--- src/rtl/change_dispenser.sv ---
// rtl/change_dispenser.sv - coin change-return controller with ejector handshake, jam timeout and inventory
//
// Plans and dispenses the change selected by a 3-bit code from the vending FSM.
// Dimes are replaced by pairs of nickels when dime inventory runs short.
// Coins are ejected one at a time, and each coin waits for its chute sensor pulse.
//
// Ports:
//   clock, reset            rising-edge clock, synchronous active-high reset
//   req_valid, change_code  change request (000 none, 001 N, 010 D, 011 N+D, 100 D+D)
//   ready                   high only while idle; a request is taken when req_valid && ready
//   done, short, bad_code   one-cycle status pulses
//   eject_n, eject_d        ejector solenoid drives; at most one is high at a time
//   sense_n, sense_d        chute sensor pulses, one per coin that passes
//   jam                     sticky fault after an ejector timeout; cleared only by reset
//   refill_n, refill_d      hopper refill pulses, one coin per pulse
//   nickel_count, dime_count  current coin inventory
module change_dispenser #(
    parameter int CNT_W        = 8,
    parameter int INIT_NICKELS = 20,
    parameter int INIT_DIMES   = 20,
    parameter int TIMEOUT      = 200,
    parameter int TO_W         = 8
) (
    input  logic             clock,
    input  logic             reset,
    input  logic             req_valid,
    input  logic [2:0]       change_code,
    output logic             ready,
    output logic             done,
    output logic             short,
    output logic             bad_code,
    output logic             eject_n,
    output logic             eject_d,
    input  logic             sense_n,
    input  logic             sense_d,
    output logic             jam,
    input  logic             refill_n,
    input  logic             refill_d,
    output logic [CNT_W-1:0] nickel_count,
    output logic [CNT_W-1:0] dime_count
);

    typedef enum logic [2:0] {
        S_IDLE,
        S_PLAN,
        S_WAIT_D,
        S_WAIT_N,
        S_GAP,
        S_DONE,
        S_JAM
    } state_t;

    localparam logic [CNT_W-1:0] CNT_ONE  = CNT_W'(1);
    localparam logic [CNT_W-1:0] CNT_MAX  = '1;
    localparam logic [TO_W-1:0]  TO_ONE   = TO_W'(1);
    localparam logic [TO_W-1:0]  TO_LAST  = TO_W'(TIMEOUT - 1);

    state_t           state_q, state_d;
    logic [2:0]       code_q, code_d;
    logic [1:0]       dplan_q, dplan_d;
    // The nickel plan needs three bits: two missing dimes become four nickels.
    logic [2:0]       nplan_q, nplan_d;
    logic [TO_W-1:0]  to_q, to_d;
    logic [CNT_W-1:0] ncnt_q, ncnt_d;
    logic [CNT_W-1:0] dcnt_q, dcnt_d;
    logic             short_q, short_d;
    logic             bad_q, bad_d;

    // Plan arithmetic, evaluated from the latched code while in PLAN.
    logic [1:0]       dimes_req;
    logic             nickels_req;
    logic [1:0]       dimes_plan;
    logic [1:0]       dimes_missing;
    logic [2:0]       nickels_plan;
    logic             plan_short;

    // A coin is taken from inventory only when its own sensor fires while its ejector is driven.
    logic             n_taken;
    logic             d_taken;

    always_comb begin
        dimes_req   = 2'd0;
        nickels_req = 1'b0;
        case (code_q)
            3'b001:  nickels_req = 1'b1;
            3'b010:  dimes_req   = 2'd1;
            3'b011: begin
                nickels_req = 1'b1;
                dimes_req   = 2'd1;
            end
            3'b100:  dimes_req   = 2'd2;
            default: begin
                dimes_req   = 2'd0;
                nickels_req = 1'b0;
            end
        endcase

        if (dcnt_q < {{(CNT_W-2){1'b0}}, dimes_req}) begin
            dimes_plan = dcnt_q[1:0];
        end else begin
            dimes_plan = dimes_req;
        end
        dimes_missing = dimes_req - dimes_plan;
        nickels_plan  = {2'b00, nickels_req} + {dimes_missing, 1'b0};
        plan_short    = {{(CNT_W-3){1'b0}}, nickels_plan} > ncnt_q;
    end

    assign n_taken = (state_q == S_WAIT_N) && sense_n;
    assign d_taken = (state_q == S_WAIT_D) && sense_d;

    // State and datapath registers.
    always_ff @(posedge clock) begin
        if (reset) begin
            state_q <= S_IDLE;
            code_q  <= 3'b000;
            dplan_q <= 2'd0;
            nplan_q <= 3'd0;
            to_q    <= '0;
            ncnt_q  <= CNT_W'(INIT_NICKELS);
            dcnt_q  <= CNT_W'(INIT_DIMES);
            short_q <= 1'b0;
            bad_q   <= 1'b0;
        end else begin
            state_q <= state_d;
            code_q  <= code_d;
            dplan_q <= dplan_d;
            nplan_q <= nplan_d;
            to_q    <= to_d;
            ncnt_q  <= ncnt_d;
            dcnt_q  <= dcnt_d;
            short_q <= short_d;
            bad_q   <= bad_d;
        end
    end

    // Next-state and datapath update.
    always_comb begin
        state_d = state_q;
        code_d  = code_q;
        dplan_d = dplan_q;
        nplan_d = nplan_q;
        short_d = 1'b0;
        bad_d   = 1'b0;

        case (state_q)
            S_IDLE: begin
                if (req_valid) begin
                    if (change_code == 3'b000) begin
                        state_d = S_DONE;
                    end else if (change_code <= 3'b100) begin
                        code_d  = change_code;
                        state_d = S_PLAN;
                    end else begin
                        bad_d = 1'b1;
                    end
                end
            end
            S_PLAN: begin
                if (plan_short) begin
                    short_d = 1'b1;
                    state_d = S_IDLE;
                end else begin
                    dplan_d = dimes_plan;
                    nplan_d = nickels_plan;
                    state_d = (dimes_plan != 2'd0) ? S_WAIT_D : S_WAIT_N;
                end
            end
            S_WAIT_D: begin
                if (sense_d) begin
                    dplan_d = dplan_q - 2'd1;
                    state_d = S_GAP;
                end else if (to_q == TO_LAST) begin
                    state_d = S_JAM;
                end
            end
            S_WAIT_N: begin
                if (sense_n) begin
                    nplan_d = nplan_q - 3'd1;
                    state_d = S_GAP;
                end else if (to_q == TO_LAST) begin
                    state_d = S_JAM;
                end
            end
            S_GAP: begin
                // Dimes always go first so a mixed request ends on nickels.
                if (dplan_q != 2'd0) begin
                    state_d = S_WAIT_D;
                end else if (nplan_q != 3'd0) begin
                    state_d = S_WAIT_N;
                end else begin
                    state_d = S_DONE;
                end
            end
            S_DONE: begin
                state_d = S_IDLE;
            end
            S_JAM: begin
                state_d = S_JAM;
            end
            default: begin
                state_d = S_IDLE;
            end
        endcase

        // The timeout counts only while an ejector stays in the same wait state.
        // Every entry into a wait state, including from GAP, starts again from zero.
        if ((state_q == S_WAIT_D || state_q == S_WAIT_N) && state_d == state_q) begin
            to_d = to_q + TO_ONE;
        end else begin
            to_d = '0;
        end

        // Refill and a sensed coin of the same type in one cycle cancel out.
        ncnt_d = ncnt_q;
        if (refill_n && !n_taken) begin
            if (ncnt_q != CNT_MAX) begin
                ncnt_d = ncnt_q + CNT_ONE;
            end
        end else if (!refill_n && n_taken) begin
            ncnt_d = ncnt_q - CNT_ONE;
        end

        dcnt_d = dcnt_q;
        if (refill_d && !d_taken) begin
            if (dcnt_q != CNT_MAX) begin
                dcnt_d = dcnt_q + CNT_ONE;
            end
        end else if (!refill_d && d_taken) begin
            dcnt_d = dcnt_q - CNT_ONE;
        end
    end

    // Outputs decoded from the current state.
    always_comb begin
        ready    = 1'b0;
        done     = 1'b0;
        eject_n  = 1'b0;
        eject_d  = 1'b0;
        jam      = 1'b0;
        case (state_q)
            S_IDLE:   ready   = 1'b1;
            S_WAIT_D: eject_d = 1'b1;
            S_WAIT_N: eject_n = 1'b1;
            S_DONE:   done    = 1'b1;
            S_JAM:    jam     = 1'b1;
            default:  ready   = 1'b0;
        endcase
        short        = short_q;
        bad_code     = bad_q;
        nickel_count = ncnt_q;
        dime_count   = dcnt_q;
    end

endmodule

--- config.mk ---
export PLATFORM = sky130hd
export DESIGN_NAME = change_dispenser
export DESIGN_NICKNAME = d
export VERILOG_FILES = /design/src/rtl/change_dispenser.sv
export SDC_FILE = /design/constraint.sdc
export NUM_CORES = 1
export LEC_CHECK = 0
export BUFFER_PORTS_ARGS = -buffer_cell sky130_fd_sc_hd__buf_2
export CAP_MARGIN = 25
export CORE_AREA = 2 2 69 71
export DETAILED_ROUTE_END_ITERATION = 6
export DIE_AREA = 0 0 71 73
export PLACE_DENSITY = 0.82
export REMOVE_ABC_BUFFERS = 1
export SETUP_SLACK_MARGIN = 0.4
export SKIP_LAST_GASP = 1
export SYNTH_ARGS = -nofsm -noshare
export SYNTH_HDL_FRONTEND = slang
export SYNTH_SLANG_ARGS = --single-unit
export TNS_END_PERCENT = 100
--- constraint.sdc ---
create_clock -name clock -period 7.29 [get_ports clock]
set_clock_uncertainty 0.1 [all_clocks]
set_input_delay 0.729 -clock clock [delete_from_list [all_inputs] [get_ports clock]]
set_output_delay 0.729 -clock clock [all_outputs]
set_load 0.005 [all_outputs]
Word-level counts from Yosys, hierarchy flattened
Cells that the tools add are included.

Flip-flop bits (word level): 37. Latch bits: 0. RAM bits: 0. Bits in read-only memories: 0. Input bits: 10. Output and inout port bits: 23. Logic and storage cells: 109. Memories: 0.

Add/sub/neg operators: 9. Multiply operators: 0. Div/mod/pow operators: 0. Magnitude comparators: 3. Eq/ne operators: 19. Shifts and indexed selects: 0. Mux-type cells: 33. Bitwise operators: 5. Reductions and logical operators: 31.

Operator list (number): $mux W8 (6); $mux W3 (10); $add A8 B1 Y8 const B (3); $pmux W3 S6 (1); $ne A8 B8 Y1 const B (2); $sub A8 B1 Y8 const B (2); $eq A3 B2 Y1 const B (4); $eq A3 B3 Y1 const B (4); $reduce_bool A2 Y1 (6); $mux W1 (9); $eq A8 B8 Y1 const B (1); $gt A3 B8 Y1 (1); $lt A8 B2 Y1 (1); $mux W2 (4); $pmux W2 S2 (2); $reduce_or A2 Y1 (4); $logic_and A1 B1 Y1 (7); $eq A3 B1 Y1 const B (2); $logic_not A3 Y1 (2); $ne A2 B2 Y1 const B (3); $pmux W3 S2 (1); $reduce_and A3 Y1 (2); $not A1 Y1 (5); $logic_not A1 Y1 (4); 12 further kinds (14).

Longest topological paths before layout
Word-level depth: 14. Mapped depth: 14. Mapped depth without buffers: 14.

Worst setup path before layout
Ideal clock, no wire load.

Kind: reg-to-reg. From: register code_q[2]. To: register dplan_q[1]. Library setup time: 0.060 ns. Data arrival time: 3.092 ns. Data required time: 7.130 ns. Setup slack: 4.039 ns. Cell stages (with the launch flop): 15. Clock period less this slack: 3.251 ns. Cell sequence: dfxtp_1 > nor3b_1 > inv_1 > ha_1 > nor4_1 > nand3_1 > a2bb2oi_1 > ha_1 > inv_1 > ha_1 > nor2b_1 > o21a_1 > o31a_1 > a221oi_1 > a41o_1.

Cells in the longest elaborated chain, start to end: 10. Elaborated cells on any way between the ends: 17. Those cells by class: 2 x add/sub; 2 x order compare; 5 x eq/ne; 5 x mux; 3 x reduce/logical.

Ends and longest elaborated chain: from (decl) (line 59) `logic [2:0] code_q, code_d;`; from (signal assigned) (line 125) `code_q <= code_d;`; $eq A3 B2 Y1 (line 84) `case (code_q)`; $reduce_or A2 Y1 (no line); $pmux W2 S2 (line 84); $lt A8 B2 Y1 (line 98) `if (dcnt_q < {{(CNT_W-2){1'b0}}, dimes_req}) begin`; $mux W2 (line 98); $sub A2 B2 Y2 (line 103) `dimes_missing = dimes_req - dimes_plan;`; $add A1 B3 Y3 (line 104) `nickels_plan = {2'b00, nickels_req} + {dimes_missing, 1'b0};`; $gt A3 B8 Y1 (line 105) `plan_short = {{(CNT_W-3){1'b0}}, nickels_plan} > ncnt_q;`; $ne A2 B2 Y1 (no line); $reduce_and A3 Y1 (no line); to (signal assigned) (line 126) `dplan_q <= dplan_d;`; to (decl) (line 60) `logic [1:0] dplan_q, dplan_d;`.

Several ways; a longest one is shown, not always the timed one. The select of a mux whose other input is x is not followed. A chain may end at the register's enable or synchronous reset.

Worst setup path in the final report
Same ends and word-level chain as after synthesis.

==> results.cfg <==
[clock_network]
cts_resized = 0
root_buffer = clkbuf_8
clock_latency_ps = 290
path_clk_slew_ps = 70
cts_tree = yes
cts_made_buffers = 5
numClockSinks = 37
cts_setup_buffers = 0
clk_path_buf_depth = 2
h-tree-depth = 2
cts_hold_buf = 0

[hold_path]
min_path_type = flop to flop

[pwr]
vdd_drop_max_uv = 168
powerDensity_nw_per_um2 = 278
leakage_nw = 1.24

[run]
maxCapViolCount = 0

[placed_design]
portBuffers = 32
dp.cells = 392
dp_hpwl_um = 4080
place_congestion = 0.815
pre_cts_ws_ps = 3730

[sta]
rsz0062_at_grt = no
slew_headroom = 0.612
tns_ps = 0
fin_crit_sh = 0.496
setup_viol = 0
hold_violations = 0
whs_ps = 364
drv_slew = 0
clock.fmax_mhz = 277
setup_slack_ps = 3680
fin_crit_ps = 3610
worst_pin_slew_ps = 579

[critical_path]
critPathKind = flop to flop
worst_path_max_delay_cell = dfxtp_1
crit_path_frequent_cell = ha_1
start_kind = flop
required_ps = 7380
slowest_delay_ps = 380
crit_chain = nor3b_1 > inv_1 > ha_1 > nor4_1 > nand3_1 > a2bb2oi_1 > ha_1 > inv_1 > ha_1 > nor2b_1 > o21a_1 > o21ai_2 > nand2_1 > a41o_1
end_kind = flop
crit_path_max_fanout = 7
cp.arrival_ps = 3700
path_delay_family = simple AND/OR/NAND/NOR gates
cp_num_buf_inv = 2

[layout]
drive_above_1_share = 0.147
area_growth_pct = 10.4
final_common_cell = dfxtp_1
final_core_util = 0.633
fin_cells = 400
mostFrequentLayoutCells = 37 x dfxtp_1, 34 x nand2_1, 32 x buf_2
antenna_cells = 0
fin_nets = 378

[status]
status = finished clean

[drt]
wl_per_cell_um = 13.8
drtIter0Drc = 168
num_vias = 2369
dr.pass1.iters = 4
wl_um = 5520
ant_nets = 0
drc = 0
via_per_inst = 5.92

[synth]
synth_area_per_cell_um2 = 8.26
syn_area_um2 = 2600
ys_ff_latch = 37
yosysSeqAreaShare = 0.285
synth_cells = 315
ys_types = 54
synthFlopType = dfxtp_1
yosysWarnings = 0
synth_edf_count = 0
async_reset_ff_frac = 0

[grt]
grt_pass1_wl_um = 9190
grt.overflow.total = 0
grt_pass1_vias = 2123
grt_max_degree = 21
grtUsageTotal = 0.220
grt_antenna_before_repair = 0

[floorplan]
ios = 33
rows = 25
die_x_um = 71
initial_core_util = 0.574
die_area_um2 = 5180
core_um2 = 4540
die_y_um = 73
-- state kept, by name (all words and copies together), names as in the netlist --
name	cells
dime_count	8
nickel_count	8
to_q	8
code_q	3
nplan_q	3
state_q	3
dplan_q	2
bad_code	1
short	1
-- final cells by class --
cell class              count  area (um2)
clock buffers               6        72.6
clock inverters             2        10.0
fillers                   393        1660
inverters                  23        86.3
multi-input cells         246        1740
flip-flops and latches     37         741
well taps                  54        67.6
repair buffers             32         160
-- stage by stage --
step / total power, W / instance area (um2)
finish: 0.000798 / 2870
CTS: 0.000799 / 2870
global route: 0.000864 / 2870
detailed placement: 0.000660 / 2790
global placement: 0.000648 / 2790
floorplan: 0.000562 / 2560
-- synth_stat cells (3+ instances only) --
cell type | number | area share
dfxtp_1 | 37 | 0.28
nand2_1 | 34 | 0.049
nor2_1 | 24 | 0.035
a21oi_1 | 22 | 0.042
inv_1 | 22 | 0.032
ha_1 | 21 | 0.10
o211ai_1 | 11 | 0.032
xor2_1 | 10 | 0.034
mux2i_1 | 9 | 0.035
nor3_1 | 9 | 0.017
nand4_1 | 8 | 0.019
xnor2_1 | 8 | 0.027
nand3_1 | 7 | 0.013
nor2b_1 | 7 | 0.017
o21ai_0 | 7 | 0.013
nand2b_1 | 6 | 0.014
o22ai_1 | 5 | 0.012
a31oi_1 | 4 | 0.0096
and3_1 | 4 | 0.0096
buf_2 | 4 | 0.0077
clkbuf_1 | 4 | 0.0058
nor4_1 | 4 | 0.0096
o2111ai_1 | 4 | 0.013
o21ai_2 | 4 | 0.013
o21a_1 | 3 | 0.0087
o21bai_1 | 3 | 0.0087
-- routing by layer --
layer / routed length [um] / vias to the layer above / global-route usage
met4: 78 / 0 / 0.0692
met2: 2600 / 55 / 0.374
met3: 232 / 8 / 0.0428
li1: - / 1212 / -
met1: 2610 / 1094 / 0.282
met5: 0 / - / 0
-- power breakdown --
part	total [W]	internal [W]	switching [W]
clock	0.000138	0.0000662	0.0000721
sequential	0.000301	0.000238	0.0000626
combinational	0.000359	0.000164	0.000195
total	0.000798	0.000468	0.000329
-- path summary, 6_finish.rpt --
| kind | startpoint | end | slack, ps | cells after the start |
|---|---|---|---|---|
| setup / recovery | code_q[2] | dplan_q[1] | 3680 | 14 |
| hold / removal | to_q[0] | to_q[0] | 360 | 1 |
| setup reg to reg | code_q[2] | dplan_q[1] | 3680 | 14 |
| hold reg to reg | to_q[0] | to_q[0] | 360 | 1 |
-- cell families after synthesis --
group	count (synthesis)	share of synthesized area
buf+inv	32	0.0486
xor+xnor	18	0.0606
compound gates	80	0.221
fa+ha+maj	23	0.116
simple gates	116	0.235
mux	9	0.0346
flops	37	0.285
(Power assumes the default switching activity.)
